## config.mk

```make
export PLATFORM = sky130hd
export DESIGN_NAME = fu_result_buffer
export DESIGN_NICKNAME = d
export VERILOG_FILES = /design/src/rtl/fu_result_buffer.sv
export SDC_FILE = /design/constraint.sdc
export NUM_CORES = 1
export LEC_CHECK = 0
export ABC_AREA = 0
export BUFFER_PORTS_ARGS = -buffer_cell sky130_fd_sc_hd__clkbuf_2
export CORE_MARGIN = 4
export CORE_UTILIZATION = 45
export CTS_CLUSTER_DIAMETER = 30
export DETAILED_ROUTE_END_ITERATION = 7
export PLACE_DENSITY = 0.74
export SYNTH_ARGS = -nofsm -noshare
export SYNTH_HDL_FRONTEND = slang
export SYNTH_SLANG_ARGS = --single-unit
```

## constraint.sdc

```tcl
create_clock -name clock -period 4.05 [get_ports clock]
set_input_delay 0.81 -clock clock [delete_from_list [all_inputs] [get_ports clock]]
set_output_delay 0.81 -clock clock [all_outputs]
set_load 0.05 [all_outputs]
```

## src/rtl/fu_result_buffer.sv

```systemverilog
// Per-FU result FIFO feeding the common-data-bus output selector.
// Holds completed (value, tag) pairs in order and retires the head on a matching grant.
`timescale 1ns/1ps

module fu_result_buffer #(
  parameter int FU_ID  = 0,
  parameter int CAT    = 0,
  parameter int DEPTH  = 2,
  parameter int DATA_W = 32,
  parameter int TAG_W  = 6,
  parameter int FU_CAT = 4
) (
  input  logic              clock,
  input  logic              reset,
  input  logic              squash,
  input  logic              fu_done,
  input  logic [DATA_W-1:0] fu_value,
  input  logic [TAG_W-1:0]  fu_tag,
  output logic              fu_ready,
  input  logic [4:0]        fu_num,
  input  logic [FU_CAT-1:0] cat_select,
  output logic              result_valid,
  output logic [DATA_W-1:0] result_value,
  output logic [TAG_W-1:0]  result_tag,
  output logic              overflow_err
);

  localparam int               PTR_W    = $clog2(DEPTH);
  localparam logic [PTR_W:0]   FULL_CNT = (PTR_W + 1)'(DEPTH);
  localparam logic [FU_CAT-1:0] CAT_MASK = FU_CAT'(1) << CAT;

  typedef struct packed {
    logic [DATA_W-1:0] value;
    logic [TAG_W-1:0]  tag;
  } entry_t;

  entry_t           mem_q [DEPTH];
  entry_t           head_entry;
  logic [PTR_W-1:0] head_q, head_d;
  logic [PTR_W-1:0] tail_q, tail_d;
  logic [PTR_W:0]   count_q, count_d;
  logic             overflow_q, overflow_d;
  logic             cat_hit, grant, push, pop;

  // Ready depends only on registered count, never on this cycle's grant.
  assign fu_ready     = (count_q < FULL_CNT);
  assign result_valid = (count_q != '0);

  assign cat_hit = |(cat_select & CAT_MASK);
  assign grant   = result_valid && cat_hit && (fu_num == 5'(FU_ID));
  assign push    = fu_done && fu_ready && !squash;
  assign pop     = grant && !squash;

  assign head_entry   = mem_q[head_q];
  assign result_value = head_entry.value;
  assign result_tag   = head_entry.tag;
  assign overflow_err = overflow_q;

  always_comb begin
    // NOTE: every next-state signal gets a default first so no path infers a latch.
    head_d     = head_q;
    tail_d     = tail_q;
    count_d    = count_q;
    overflow_d = overflow_q | (fu_done && !fu_ready && !squash);

    if (squash) begin
      head_d  = '0;
      tail_d  = '0;
      count_d = '0;
    end else begin
      // Pointers wrap for free because DEPTH is a power of two.
      if (push) tail_d = tail_q + 1'b1;
      if (pop)  head_d = head_q + 1'b1;
      case ({push, pop})
        2'b10:   count_d = count_q + 1'b1;
        2'b01:   count_d = count_q - 1'b1;
        default: count_d = count_q;
      endcase
    end
  end

  // NOTE: sequential state uses non-blocking assignments so all flops update together.
  always_ff @(posedge clock or negedge reset) begin
    if (!reset) begin
      head_q     <= '0;
      tail_q     <= '0;
      count_q    <= '0;
      overflow_q <= 1'b0;
    end else begin
      head_q     <= head_d;
      tail_q     <= tail_d;
      count_q    <= count_d;
      overflow_q <= overflow_d;
    end
  end

  // NOTE: storage is deliberately not reset; count alone decides what is valid.
  always_ff @(posedge clock) begin
    if (push) mem_q[tail_q] <= entry_t'{value: fu_value, tag: fu_tag};
  end

endmodule
```

## Word-level counts from Yosys, hierarchy flattened

Memories as Yosys holds them, arrays and structs flattened.
Index checks and enable logic that the tools add are counted.
Widths: inputs -> output; s select.

| cells by class | value |
|---|---|
| reduce and logical (&&, ||, !) cells | 14 |
| bitwise logic cells | 1 |
| multiplexer cells | 8 |
| $add $sub $neg | 4 |
| magnitude comparators | 1 |
| equal/unequal tests | 2 |

Operators with widths:

| operator | count |
|---|---|
| $logic_and 1x1->1 | 7 |
| $mux 1 | 6 |
| $reduce_bool 2->1 | 3 |
| $logic_not 5->1 | 1 |
| $pmux 2 s2 | 1 |
| $reduce_bool 3->1 | 1 |
| $add 1x1->1 const B | 2 |
| $add 2x1->2 const B | 1 |
| $eq 2x1->1 const B | 1 |
| $eq 2x2->1 const B | 1 |
| $logic_not 1->1 | 2 |
| $lt 2x2->1 const B | 1 |
| $mux 2 | 1 |
| $sub 2x1->2 const B | 1 |
| $or 1x1->1 | 1 |

| storage, ports and cells | value |
|---|---|
| bits in registers | 5 |
| output and inout port bits | 41 |
| memories | 1 |
| memory bits (writable) | 76 |
| logic and storage cells | 35 |
| bits of input ports | 51 |

Memories:

| memory | words | bits a word | rd ports | clocked after memory_dff | write ports | RTL line | RTL |
|---|---|---|---|---|---|---|---|
| mem_q | 2 | 38 | 1 | 0 | 1 | 37 | `entry_t mem_q [DEPTH];` |

## Logic depth before layout (Yosys ltp)

Gate-level depths: netlist of run 1.

| depth | value |
|---|---|
| depth in word-level cells | 7 |
| depth in mapped cells | 4 |
| depth with buffers taken out | 4 |

## Worst setup path before layout of run 1

No wires, ideal clock.

| timing | value |
|---|---|
| path type | register -> register |
| from | reg count_q[1] |
| to | mem mem_q[1][0] (netlist name), enable pin |
| required time | 3.561 ns |
| slack | -0.242 ns |
| path buffers | 0 |
| cell stages (with the launch flop) | 4 |
| setup time | 0.489 ns |
| clock period less this slack | 4.292 ns |
| arrival | 3.803 ns |
| cell sequence | dfrtp_1 > inv_1 > nand2_1 > nor3b_1 |

| between the ends | value |
|---|---|
| longest elaborated chain between the ends | 5 |

Ends and longest elaborated chain:

| item | RTL line | RTL |
|---|---|---|
| start: declaration | 41 | `logic [PTR_W:0] count_q, count_d;` |
| start signal: assignment | 92 | `count_q <= count_d;` |
| $lt 2x2->1 | 46 | `assign fu_ready = (count_q < FULL_CNT);` |
| net fu_ready | 19 | `output logic fu_ready,` |
| $logic_and 1x1->1 (2 in a row) | 51 | `assign push = fu_done && fu_ready && !squash;` |
| $mux 1 | 99 | `if (push) mem_q[tail_q] <= entry_t'{value: fu_value, tag: fu_tag};` |
| $mux 1 (not written as such) | 99 |  |
| end: declaration | 37 |  |

The timed path passes the listed nets, and every way through them passes these cells.

## Worst setup path after layout of run 1

| timing | value |
|---|---|
| from | reg head_q |
| to | out result_value[30] |

| between the ends | value |
|---|---|
| longest elaborated chain between the ends | 1 |

Ends and longest elaborated chain:

| item | RTL line | RTL |
|---|---|---|
| start: declaration | 39 | `logic [PTR_W-1:0] head_q, head_d;` |
| start signal: assignment | 85 | `head_q <= '0;` |
| start signal: assignment | 90 | `head_q <= head_d;` |
| $mem_v2 2x38 | n/a |  |
| end: declaration | 23 | `output logic [DATA_W-1:0] result_value,` |

Every way passes these cells.

==> results of run 1 <==
[per-stage QoR]
| step | setup WS (ns) | cell area [sq um] |
|---|---|---|
| finish | 1.26 | 3770 |
| global route | 1.15 | 3770 |
| CTS | 1.20 | 3770 |
| detailed placement | 1.46 | 3570 |
| global placement | 1.53 | 3570 |
| floorplan | -0.0115 | 3010 |
[power groups by stage]
| stage | Combinational, W | Sequential, W | Clock [W] |
|---|---|---|---|
| global route | 0.000207 | 0.000972 | 0.000653 |
| finish | 0.000194 | 0.000969 | 0.000595 |
| floorplan | 0.000118 | 0.000997 | 0 |
| detailed placement | 0.000196 | 0.000988 | 0 |
| CTS | 0.000197 | 0.000970 | 0.000612 |
| global placement | 0.000192 | 0.000986 | 0 |
[routing by layer]
metal | vias up | share of wire
li1 | 768 | -
met1 | 802 | 0.43
met2 | 68 | 0.49
met3 | 10 | 0.068
met4 | 0 | 0.018
met5 | - | 0
[layout make-up]
class / instances / area (sq um)
clock buffers: 9 / 124
clock inverters: 5 / 72.6
fillers: 497 / 2650
inverters: 2 / 7.51
multi-input cells: 59 / 587
flip-flops and latches: 81 / 2410
well taps: 77 / 96.3
repair buffers: 91 / 475
[Yosys cell counts]
cell type	number
a21oi_1	1
buf_2	4
a31oi_1	1
a21boi_1	1
or2_1	1
xor2_1	2
a31o_2	1
or3_1	1
nor2_1	3
mux2_2	25
edfxtp_1	76
dfrtp_1	5
nor4b_4	1
mux2_1	14
o21ai_1	1
nor3b_1	1
nand3_1	2
inv_1	2
nand2_1	3
nor3_1	1
[flip-flops by register name (all words and copies together) (netlist names)]
name,flops
head_q,1
count_q,2
tail_q,1
mem_q,76
overflow_err,1
[how the worst min path moves through the flow]
| stage | startpoint | slack [ns] | endpoint | cells after the start |
|---|---|---|---|---|
| 4_1_cts | reset | 0.26 | overflow_err | 1 |
| 6_report | reset | 0.27 | overflow_err | 1 |
| 3_5_place_dp | overflow_err | 0.45 | overflow_err | 1 |
| 5_1_grt | reset | 0.26 | tail_q | 1 |
| 3_3_place_gp | overflow_err | 0.46 | overflow_err | 1 |
| 2_1_floorplan | reset | 0.51 | count_q[0] | 0 |
[kinds of logic (layout without fill, tap and decap cells)]
| logic type | after synthesis | in the layout |
|---|---|---|
| xor gates and xnor gates | 2 | 2 |
| DFF | 81 | 81 |
| muxes | 39 | 39 |
| AOI/OAI and AO/OA | 5 | 5 |
| buffers and inverters | 6 | 107 |
| and+or+nand+nor | 13 | 13 |
==> metrics.md, run 1 <==
| Metric | Value |
|---|---|
| Status | completed |
| Crit path buf inv count | 1 |
| Max transition margin | 0.357 |
| DRC Markers | 0 |
| Slew @ Worst Pin | between 0.9 and 1 ns |
| PD cells | about 470 nW/um^2 |
| CP Capture Type | output port |
| Vias per cell | 5.09 |
| Resize count post-CTS | 0 |
| Largest area contributor in the netlist | edfxtp_1 |
| DRT antenna net count | 0 |
| Clk_skew | ~0.0064 ns |
| Type of origin of the critical path | register |
| Commonest non-fill, non-tap cell in the layout | clkbuf_2 |
| H-tree depth | 3 |
| Largest family of logic cells by synthesized area | multiplexers |
| Synth warn | 0 |
| M2 GR Usage | 0.232 |
| Top cell type's share of synthesized area | 0.759 |
| Syn_nets | roughly 200 |
| Critical Path Slowest Stage Cell | dfrtp_2 |
| Combinational share of power | 0.110 |
| Sequential fraction of the synthesis area | 0.801 |
| Psw | just over 0.0004 W |
| Placed Cells incl. Taps | slightly above 300 |
| Sw Ratio | 0.233 |
| Count of pins over their slew limit | 0 |
| GRT Residual Overflow | 0 |
| Vias in the first global route | around 1800 |
| Port Buffers | 88 |
| Synthesis-to-finish area growth | 25.5% |
| CTS tree | done |
| Worst VDD drop | 0.280 mV |
| Antenna violations before repair | 0 |
| Initial drt markers | 48 |
| Non-filler cells, final | ~320 |
| Syn Std Cell Area | about 3000 sq um |
| Setup_tns | 0 ns |
| Largest net degree at the start of global routing | 40 |
| Gate Count Post-Synth | ~150 |
| Max_cap viols | 0 |
| Core Region | between 6000 and 7000 sq um |
| Routability Congestion | ~0.69 |
| Die Y | around 90 um |
| M3 GR Usage | 0.0501 |
| Worst Setup EP | result_value[30] |
| Critical path class | register to output port |
| Internal Dissipation | between 0.001 and 0.0015 W |
| Critical R2R Capture | mem_q[1][12] |
| Clock power share | 0.338 |
| Row Count | 29 |
| Syn Area/Cell | 20.6 sq um |
| Pwr Total | between 0.0015 and 0.002 W |
| Die Area | around 8000 sq um |
| Grt peak-use layer | met2 |
| Leak Pwr | about 1.4 nW |
| Flop pwr share | 0.551 |
| WP depth | 2 |
| Final wirelength | 5290 um |
| Complex-gate fraction of the synthesized area | 0.0108 |
| Synth unique cells | 20 |
| Wire length per cell | about 16 um |
| Critical Path RT | 3.24 ns |
| Clock Latency Late Sink | 0.34 ns |
| Half-perimeter wire length after placement | around 3500 um |
| Post-synthesis mux area share | 0.146 |
| All-Layer GR Usage | 0.140 |
| Postcts setup bufs | 0 |
| Fmax | approximately 360 MHz |
| Count of boundary I/O pins | between 90 and 100 |
| Starting density of the core | 0.468 |
| Nets | between 200 and 300 |
| Seq cells post-synth | 81 |
| DR pass1 iterations | 4 |
| CTS Buf Count | 9 |
| Final Util | 0.587 |
| CP startpoint | head_q |
| N_diodes | 0 |
| Share of layout cells above drive strength 1 | 0.538 |
| Fin. Hold Viols | 0 |
| Die Wd | between 80 and 90 um |
| Post-CTS Hold Buffers | 0 |
| GR Layer Usage met1 | 0.165 |
| RSZ-0062 raised after global routing | no |
| Simple-gate portion of the synthesized area | 0.0271 |
| Vias post-DR | approximately 1600 |
| Tmin final | approximately 2.8 ns |
| Commonest non-fill, non-tap cells in the layout | clkbuf_2 (88), edfxtp_1 (76), mux2_2 (25) |
| Setup violations, final | 0 |
| Worst R2R Setup Slack | 1.97 ns |
| Max incr delay on CP | around 0.97 ns |
| Period utilization | 0.690 |
| Synth Area in Adders | 0 |
| FF-to-FF Start | count_q[1] |
| Synth Area in XOR/XNOR | 0.00583 |
| Worst Reg-to-Reg Cells | 4 |
| Largest cells by area after synthesis | edfxtp_1 (76%), mux2_2 (9.4%), mux2_1 (5.2%) |
| Critical path, cell by cell | mux2_2, clkbuf_2 |
| Critical Path Fanout Max | 39 |
| WHS | ~0.27 ns |
| Clock Sinks | approximately 80 |
| Global-route wire length before repair | 8830 um |
| Clk pin slew, worst setup/hold paths | around 0.070 ns |
| Hold crit path type | primary input to async pin |
| CP delay by family, top | flip-flops |
| Root buffer cell | clkbuf_8 |
| CP arrival | 1.98 ns |
| Clock buffer depth | 2 |
Note: power is estimated with default switching activity, not from simulation.
==> run 2, diff against run 1 <==
--- a/config.mk
+++ b/config.mk
@@ -8,10 +8,10 @@
 export ABC_AREA = 0
 export BUFFER_PORTS_ARGS = -buffer_cell sky130_fd_sc_hd__clkbuf_2
 export CORE_MARGIN = 4
-export CORE_UTILIZATION = 45
+export CORE_UTILIZATION = 50
 export CTS_CLUSTER_DIAMETER = 30
 export DETAILED_ROUTE_END_ITERATION = 7
-export PLACE_DENSITY = 0.74
+export PLACE_DENSITY = 0.78
 export SYNTH_ARGS = -nofsm -noshare
 export SYNTH_HDL_FRONTEND = slang
 export SYNTH_SLANG_ARGS = --single-unit
==> constraint.sdc (replaced) <==
create_clock -name clock -period 2.6 [get_ports clock]
set_input_delay 0.52 -clock clock [delete_from_list [all_inputs] [get_ports clock]]
set_output_delay 0.52 -clock clock [all_outputs]
set_load 0.05 [all_outputs]
==> run 2 against run 1 <==
Sequential power grew 56%. First-iteration DRC count grew 48%. Register-to-register slack lost 0.99 ns. Via count decreased by 0.97%. Sequential cell count did not move. Combinational power rose by 57%. Global-route usage rose by 2.0 points. Power is 50% higher. Utilization up 7.8 points. Non-clock buffer count up 3. Critical path type unchanged. Worst hold slack better by 0.10 ns.
==> metrics.md, run 2 (synthesized netlist as in run 1, its figures left out) <==
| Metric | Value |
|---|---|
| Clock Latency Late Sink | 0.33 ns (about the same) |
| Fin. Hold Viols | 0 (unchanged) |
| Hold crit path type | primary input to register |
| Root buffer cell | clkbuf_8 |
| RSZ-0062 raised after global routing | no |
| Leak Pwr | 1.45 nW (+0.38%) |
| Final wirelength | 5440 um (+2.8%) |
| CP arrival | 1.78 ns (-0.20 ns) |
| Clk_skew | 0.00921 ns (+0.00276 ns) |
| M3 GR Usage | 0.0451 (-0.00493) |
| Internal Dissipation | 0.00201 W (+49%) |
| Worst Reg-to-Reg Cells | 4 (unchanged) |
| Min-Delay Endpoint | mem_q[0][37] |
| Critical R2R Capture | mem_q[1][2] |
| Vias in the first global route | 1855 (+1.5%) |
| Count of pins over their slew limit | 0 (unchanged) |
| Setup_tns | 0 ns (unchanged) |
| Post-place setup slack | 0.624 ns (-0.834 ns) |
| Register with the most flip-flops | mem_q |
| Fmax | 435 MHz |
| Slew @ Worst Pin | 0.370 ns (-0.593 ns) |
| All-Layer GR Usage | 0.160 (+0.0200) |
| Routability Congestion | 0.678 (-1.6%) |
| Share of layout cells above drive strength 1 | 0.532 (-0.00672) |
| WHS | 0.376 ns (+0.102 ns) |
| Combinational share of power | 0.115 (+0.005) |
| Largest register FFs | 76 (unchanged) |
| Half-perimeter wire length after placement | 3910 um (+11%) |
| Non-filler cells, final | 324 (unchanged) |
| Antenna violations before repair | 0 (unchanged) |
| Sw Ratio | 0.239 (+0.00586) |
| Status | completed |
| WHS Path Cells | 1 |
| Row Count | 27 (-6.9%) |
| Vias post-DR | 1632 (-0.97%) |
| Port Buffers | 88 (unchanged) |
| H-tree depth | 3 (unchanged) |
| Max transition margin | 0.753 (+0.396) |
| Count of boundary I/O pins | 92 (unchanged) |
| Wire length per cell | 16.8 um (+2.8%) |
| Global-route wire length before repair | 8800 um (-0.32%) |
| CTS Buf Count | 9 (unchanged) |
| Die Y | 85.5 um (-4.7%) |
| DR pass1 iterations | 4 (unchanged) |
| Starting density of the core | 0.530 (+0.0616) |
| GRT Residual Overflow | 0 (unchanged) |
| Grt peak-use layer | met2 |
| Psw | 0.000632 W (+54%) |
| M2 GR Usage | 0.280 (+0.0478) |
| CP Capture Type | output port |
| Type of origin of the critical path | register |
| Initial drt markers | 71 (+48%) |
| PD cells | 700 nW/um^2 (+50%) |
| Top flop regs | mem_q: 76 flops, count_q: 2 flops |
| Clock buffer depth | 2 (unchanged) |
| DRC Markers | 0 (unchanged) |
| Commonest non-fill, non-tap cells in the layout | clkbuf_2 (88), edfxtp_1 (76), mux2_2 (25) |
| Synthesis-to-finish area growth | 25.7% |
| FF-to-FF Start | count_q[1] |
| Core Region | 5680 sq um (-12%) |
| Commonest non-fill, non-tap cell in the layout | clkbuf_2 |
| Flop pwr share | 0.571 (+0.020) |
| Worst VDD drop | 0.506 mV (+80%) |
| Vias per cell | 5.04 (-0.97%) |
| GR Layer Usage met1 | 0.186 (+0.0208) |
| Clock Sinks | 81 (unchanged) |
| Setup violations, final | 0 (unchanged) |
| Setup ws final | 0.299 ns (-0.957 ns) |
| CTS tree | done |
| Die Wd | 85.5 um (-4.7%) |
| Tmin final | around 2.3 ns |
| Critical path class | register to output port |
| Postcts setup bufs | 0 (unchanged) |
| Clk pin slew, worst setup/hold paths | 0.07 ns (about the same) |
| N_diodes | 0 (unchanged) |
| Nets | 298 (+1.0%) |
| HP Start | fu_value[31] |
| Critical Path RT | 2.08 ns (-1.16 ns) |
| Placed Cells incl. Taps | 307 (-0.97%) |
| DRT antenna net count | 0 (unchanged) |
| Worst R2R Setup Slack | 0.98 ns (-0.99 ns) |
| Max_cap viols | 0 (unchanged) |
| Largest net degree at the start of global routing | 26 (-35%) |
| Critical Path Fanout Max | 25 (-36%) |
| Clock power share | 0.314 (-0.024) |
| Period utilization | 0.885 |
| Die Area | 7320 sq um (-9.1%) |
run 2: cell types whose count changed in the layout (fill, tap and decap cells not counted):
cell / change
buf_4: +2
clkbuf_1: +2
bufinv_16: -1
clkinv_1: +1
dlygate4sd3_1: +1
nor3_2: -1
nor3_4: +1
run 2: power by group through the flow:
stage | clock [W] | combinational [W] | sequential, W
floorplan | 0 | 0.000187 | 0.00155
global placement | 0 | 0.000299 | 0.00154
detailed placement | 0 | 0.000307 | 0.00154
CTS | 0.000862 | 0.000309 | 0.00151
global route | 0.000913 | 0.000325 | 0.00152
finish | 0.000831 | 0.000304 | 0.00151
run 2: critical path, stage by stage, from the launching register on:
cell and delay, ns:
dfrtp_2 0.60, buf_12 0.24, mux2_2 0.36, clkbuf_2 0.25
run 2: cell type report:
cell class                      instances  area, sq um
Sequential cell                        81         2410
Clock buffer                           11          131
Clock inverter                          5         46.3
Tap cell                               72         90.1
Multi-Input combinational cell         59          593
Timing Repair Buffer                   94          500
Inverter                                2         7.51
Fill cell                             407         1900
run 2: stage by stage:
step	util	total power [W]	cell area [sq um]
2_1_floorplan	-	0.00174	3030
3_3_place_gp	0.632	0.00183	3590
3_5_place_dp	0.632	0.00185	3590
4_1_cts	0.666	0.00268	3780
5_1_grt	0.666	0.00275	3780
6_report	0.666	0.00265	3780
run 2: worst max path at each step:
stage	start	end	slack (ns)	cells past startpoint
after floorplan	count_q[1]	mem_q[1][0]	0.09	3
after global placement	head_q	result_value[30]	0.63	3
after detailed placement	head_q	result_value[30]	0.62	3
after CTS	head_q	result_value[27]	0.24	3
after global routing	head_q	result_value[27]	0.21	3
final	head_q	result_value[27]	0.30	3
run 2: routing by layer:
metal	part of all wire	vias to the layer above
li1	-	776
met1	0.39	782
met2	0.52	68
met3	0.078	6
met4	0.0099	0
met5	0	-
run 2: what timing repair did:
action / CTS / global route
resized for setup: 0 / 0
hold buffers: 1 / 0
endpoints found under the hold margin: 5 / 0
==> run 3, diff against run 2 <==
--- a/config.mk
+++ b/config.mk
@@ -8,10 +8,10 @@
 export ABC_AREA = 0
 export BUFFER_PORTS_ARGS = -buffer_cell sky130_fd_sc_hd__clkbuf_2
 export CORE_MARGIN = 4
-export CORE_UTILIZATION = 50
+export CORE_UTILIZATION = 44
 export CTS_CLUSTER_DIAMETER = 30
 export DETAILED_ROUTE_END_ITERATION = 7
-export PLACE_DENSITY = 0.78
+export PLACE_DENSITY = 0.7
 export SYNTH_ARGS = -nofsm -noshare
 export SYNTH_HDL_FRONTEND = slang
 export SYNTH_SLANG_ARGS = --single-unit
==> run 3 against run 2 <==
Clock power shrank 12%. Die area rose by 12%. Power is 3.8% lower. Utilization is 8.7 points lower. Sequential cell count is the same. Cell area down 0.53%. Critical path type unchanged. Critical endpoint is now result_value[31]. Largest power group unchanged. Highest routed layer unchanged.
==> metrics.md, run 3 (synthesized netlist as in run 1, its figures left out) <==
| Metric | Value |
|---|---|
| FF-to-FF Start | count_q[1] |
| Internal Dissipation | 0.00191 W (-5.1%) |
| Leak Pwr | 1.43 nW (-1.0%) |
| HP Start | fu_value[4] |
| Routability Congestion | 0.718 (+5.9%) |
| Commonest non-fill, non-tap cells in the layout | clkbuf_2 (88), edfxtp_1 (76), mux2_2 (25) |
| Period utilization | 0.803 (-0.0818) |
| Global-route wire length before repair | 8610 um (-2.2%) |
| CP arrival | 1.57 ns (-0.21 ns) |
| Clock buffer depth | 2 (unchanged) |
| Critical R2R Capture | mem_q[1][11] |
| Min-Delay Endpoint | mem_q[1][10] |
| PD cells | 678 nW/um^2 (-3.2%) |
| WHS | 0.365 ns (-0.0115 ns) |
| H-tree depth | 3 (unchanged) |
| Final wirelength | 5390 um (-0.99%) |
| Hold crit path type | primary input to register |
| Vias per cell | 4.96 (-1.5%) |
| Status | completed |
| Critical Path Fanout Max | 39 (+56%) |
| Fmax | 479 MHz (+10%) |
| Clock Latency Late Sink | 0.34 ns (about the same) |
| Port Buffers | 88 (unchanged) |
| Setup violations, final | 0 (unchanged) |
| Commonest non-fill, non-tap cell in the layout | clkbuf_2 |
| Postcts setup bufs | 0 (unchanged) |
| Worst VDD drop | 0.386 mV (-24%) |
| Core Region | 6490 sq um (+14%) |
| DR pass1 iterations | 4 (unchanged) |
| Largest net degree at the start of global routing | 40 (+54%) |
| Antenna violations before repair | 0 (unchanged) |
| RSZ-0062 raised after global routing | no |
| Psw | 0.000636 W (+0.63%) |
| N_diodes | 0 (unchanged) |
| Row Count | 29 (+7.4%) |
| Initial drt markers | 49 (-31%) |
| Critical path class | register to output port |
| Flop pwr share | 0.593 (+0.022) |
| CTS tree | done |
| Largest register FFs | 76 (unchanged) |
| Vias post-DR | 1627 (-0.31%) |
| Half-perimeter wire length after placement | 3630 um (-7.2%) |
| Fin. Hold Viols | 0 (unchanged) |
| Wire length per cell | 16.4 um (-2.2%) |
| Synthesis-to-finish area growth | 25.0% |
| Clk_skew | 0.00643 ns (-0.00278 ns) |
| WHS Path Cells | 1 (unchanged) |
| Clock power share | 0.287 (-0.027) |
| DRT antenna net count | 0 (unchanged) |
| Top flop regs | mem_q: 76 flops, count_q: 2 flops |
| Count of pins over their slew limit | 0 (unchanged) |
| Setup_tns | 0 ns (unchanged) |
| Max_cap viols | 0 (unchanged) |
| Die Wd | 90.6 um (+6.0%) |
| Clock Sinks | 81 (unchanged) |
| Combinational share of power | 0.120 (+0.005) |
| Post-place setup slack | 0.767 ns (+0.144 ns) |
| All-Layer GR Usage | 0.138 (-0.0225) |
| Root buffer cell | clkbuf_8 |
| Clk pin slew, worst setup/hold paths | 0.08 ns (about the same) |
| Type of origin of the critical path | register |
| CP Capture Type | output port |
| DRC Markers | 0 (unchanged) |
| Max transition margin | 0.741 (-0.0119) |
| Tmin final | 2.09 ns (-0.213 ns) |
| Die Area | 8220 sq um (+12%) |
| Share of layout cells above drive strength 1 | 0.534 (+0.00212) |
| Sw Ratio | 0.250 (+0.0109) |
| Worst Reg-to-Reg Cells | 4 (unchanged) |
| Setup ws final | 0.511 ns (+0.213 ns) |
| CTS Buf Count | 9 (unchanged) |
| Register with the most flip-flops | mem_q |
| Critical Path RT | 2.08 ns (about the same) |
| Nets | 298 (unchanged) |
| Starting density of the core | 0.463 (-0.0668) |
| Count of boundary I/O pins | 92 (unchanged) |
| Die Y | 90.6 um (+6.0%) |
| GRT Residual Overflow | 0 (unchanged) |
| Worst R2R Setup Slack | 0.91 ns (-0.07 ns) |
| Vias in the first global route | 1755 (-5.4%) |
| Slew @ Worst Pin | 0.388 ns (+0.0178 ns) |
[run 3: changes by cell type in the layout (fill, tap and decap cells not counted)]
cell,previous run,this run
bufinv_16,1,0
clkbuf_1,2,1
clkinvlp_4,0,1
[run 3: what timing repair did]
action | in CTS | in global routing
hold buffers | 1 | 0
resized for setup | 0 | 0
hold endpoints to repair | 5 | 0
[run 3: worst max path at each step]
stage	from	to	slack (ns)
2_1_floorplan	count_q[1]	mem_q[1][0]	0.09
3_3_place_gp	fu_done	mem_q[1][1]	0.81
3_5_place_dp	fu_done	mem_q[1][5]	0.77
4_1_cts	head_q	result_value[10]	0.48
5_1_grt	head_q	result_value[16]	0.44
6_report	head_q	result_value[31]	0.51
[run 3: power groups by stage]
| stage | registers [W] | clock network (W) | logic [W] |
|---|---|---|---|
| final | 0.00151 | 0.000731 | 0.000306 |
| after global routing | 0.00151 | 0.000822 | 0.000326 |
| after CTS | 0.00151 | 0.000758 | 0.000310 |
| after detailed placement | 0.00154 | 0 | 0.000307 |
| after global placement | 0.00154 | 0 | 0.000303 |
| after floorplan | 0.00155 | 0 | 0.000187 |
[run 3: area by class of cell]
class,count,area (sq um)
fillers,497,2740
inverters,2,7.51
multi-input cells,59,593
clock inverters,5,23.8
well taps,77,96.3
flip-flops and latches,81,2410
repair buffers,94,500
clock buffers,10,128
[run 3: metal layers]
layer  share of wire  global-route usage  up-vias
li1                -                   -      772
met1            0.42               0.172      788
met2            0.49               0.219       57
met3           0.070              0.0450       10
met4           0.018              0.0612        0
met5               0                   0        -
[run 3: per-stage QoR]
step	instances	total power, W	utilization	area, sq um
3_5_place_dp	312	0.00185	0.554	3600
5_1_grt	328	0.00266	0.579	3760
6_report	328	0.00255	0.579	3760
2_1_floorplan	146	0.00174	-	3030
4_1_cts	328	0.00258	0.579	3760
3_3_place_gp	312	0.00184	0.554	3600
[run 3: critical path: stages (launching register included)]
cell	delay, ns
dfrtp_2	0.37
buf_12	0.24
mux2_2	0.37
clkbuf_2	0.24
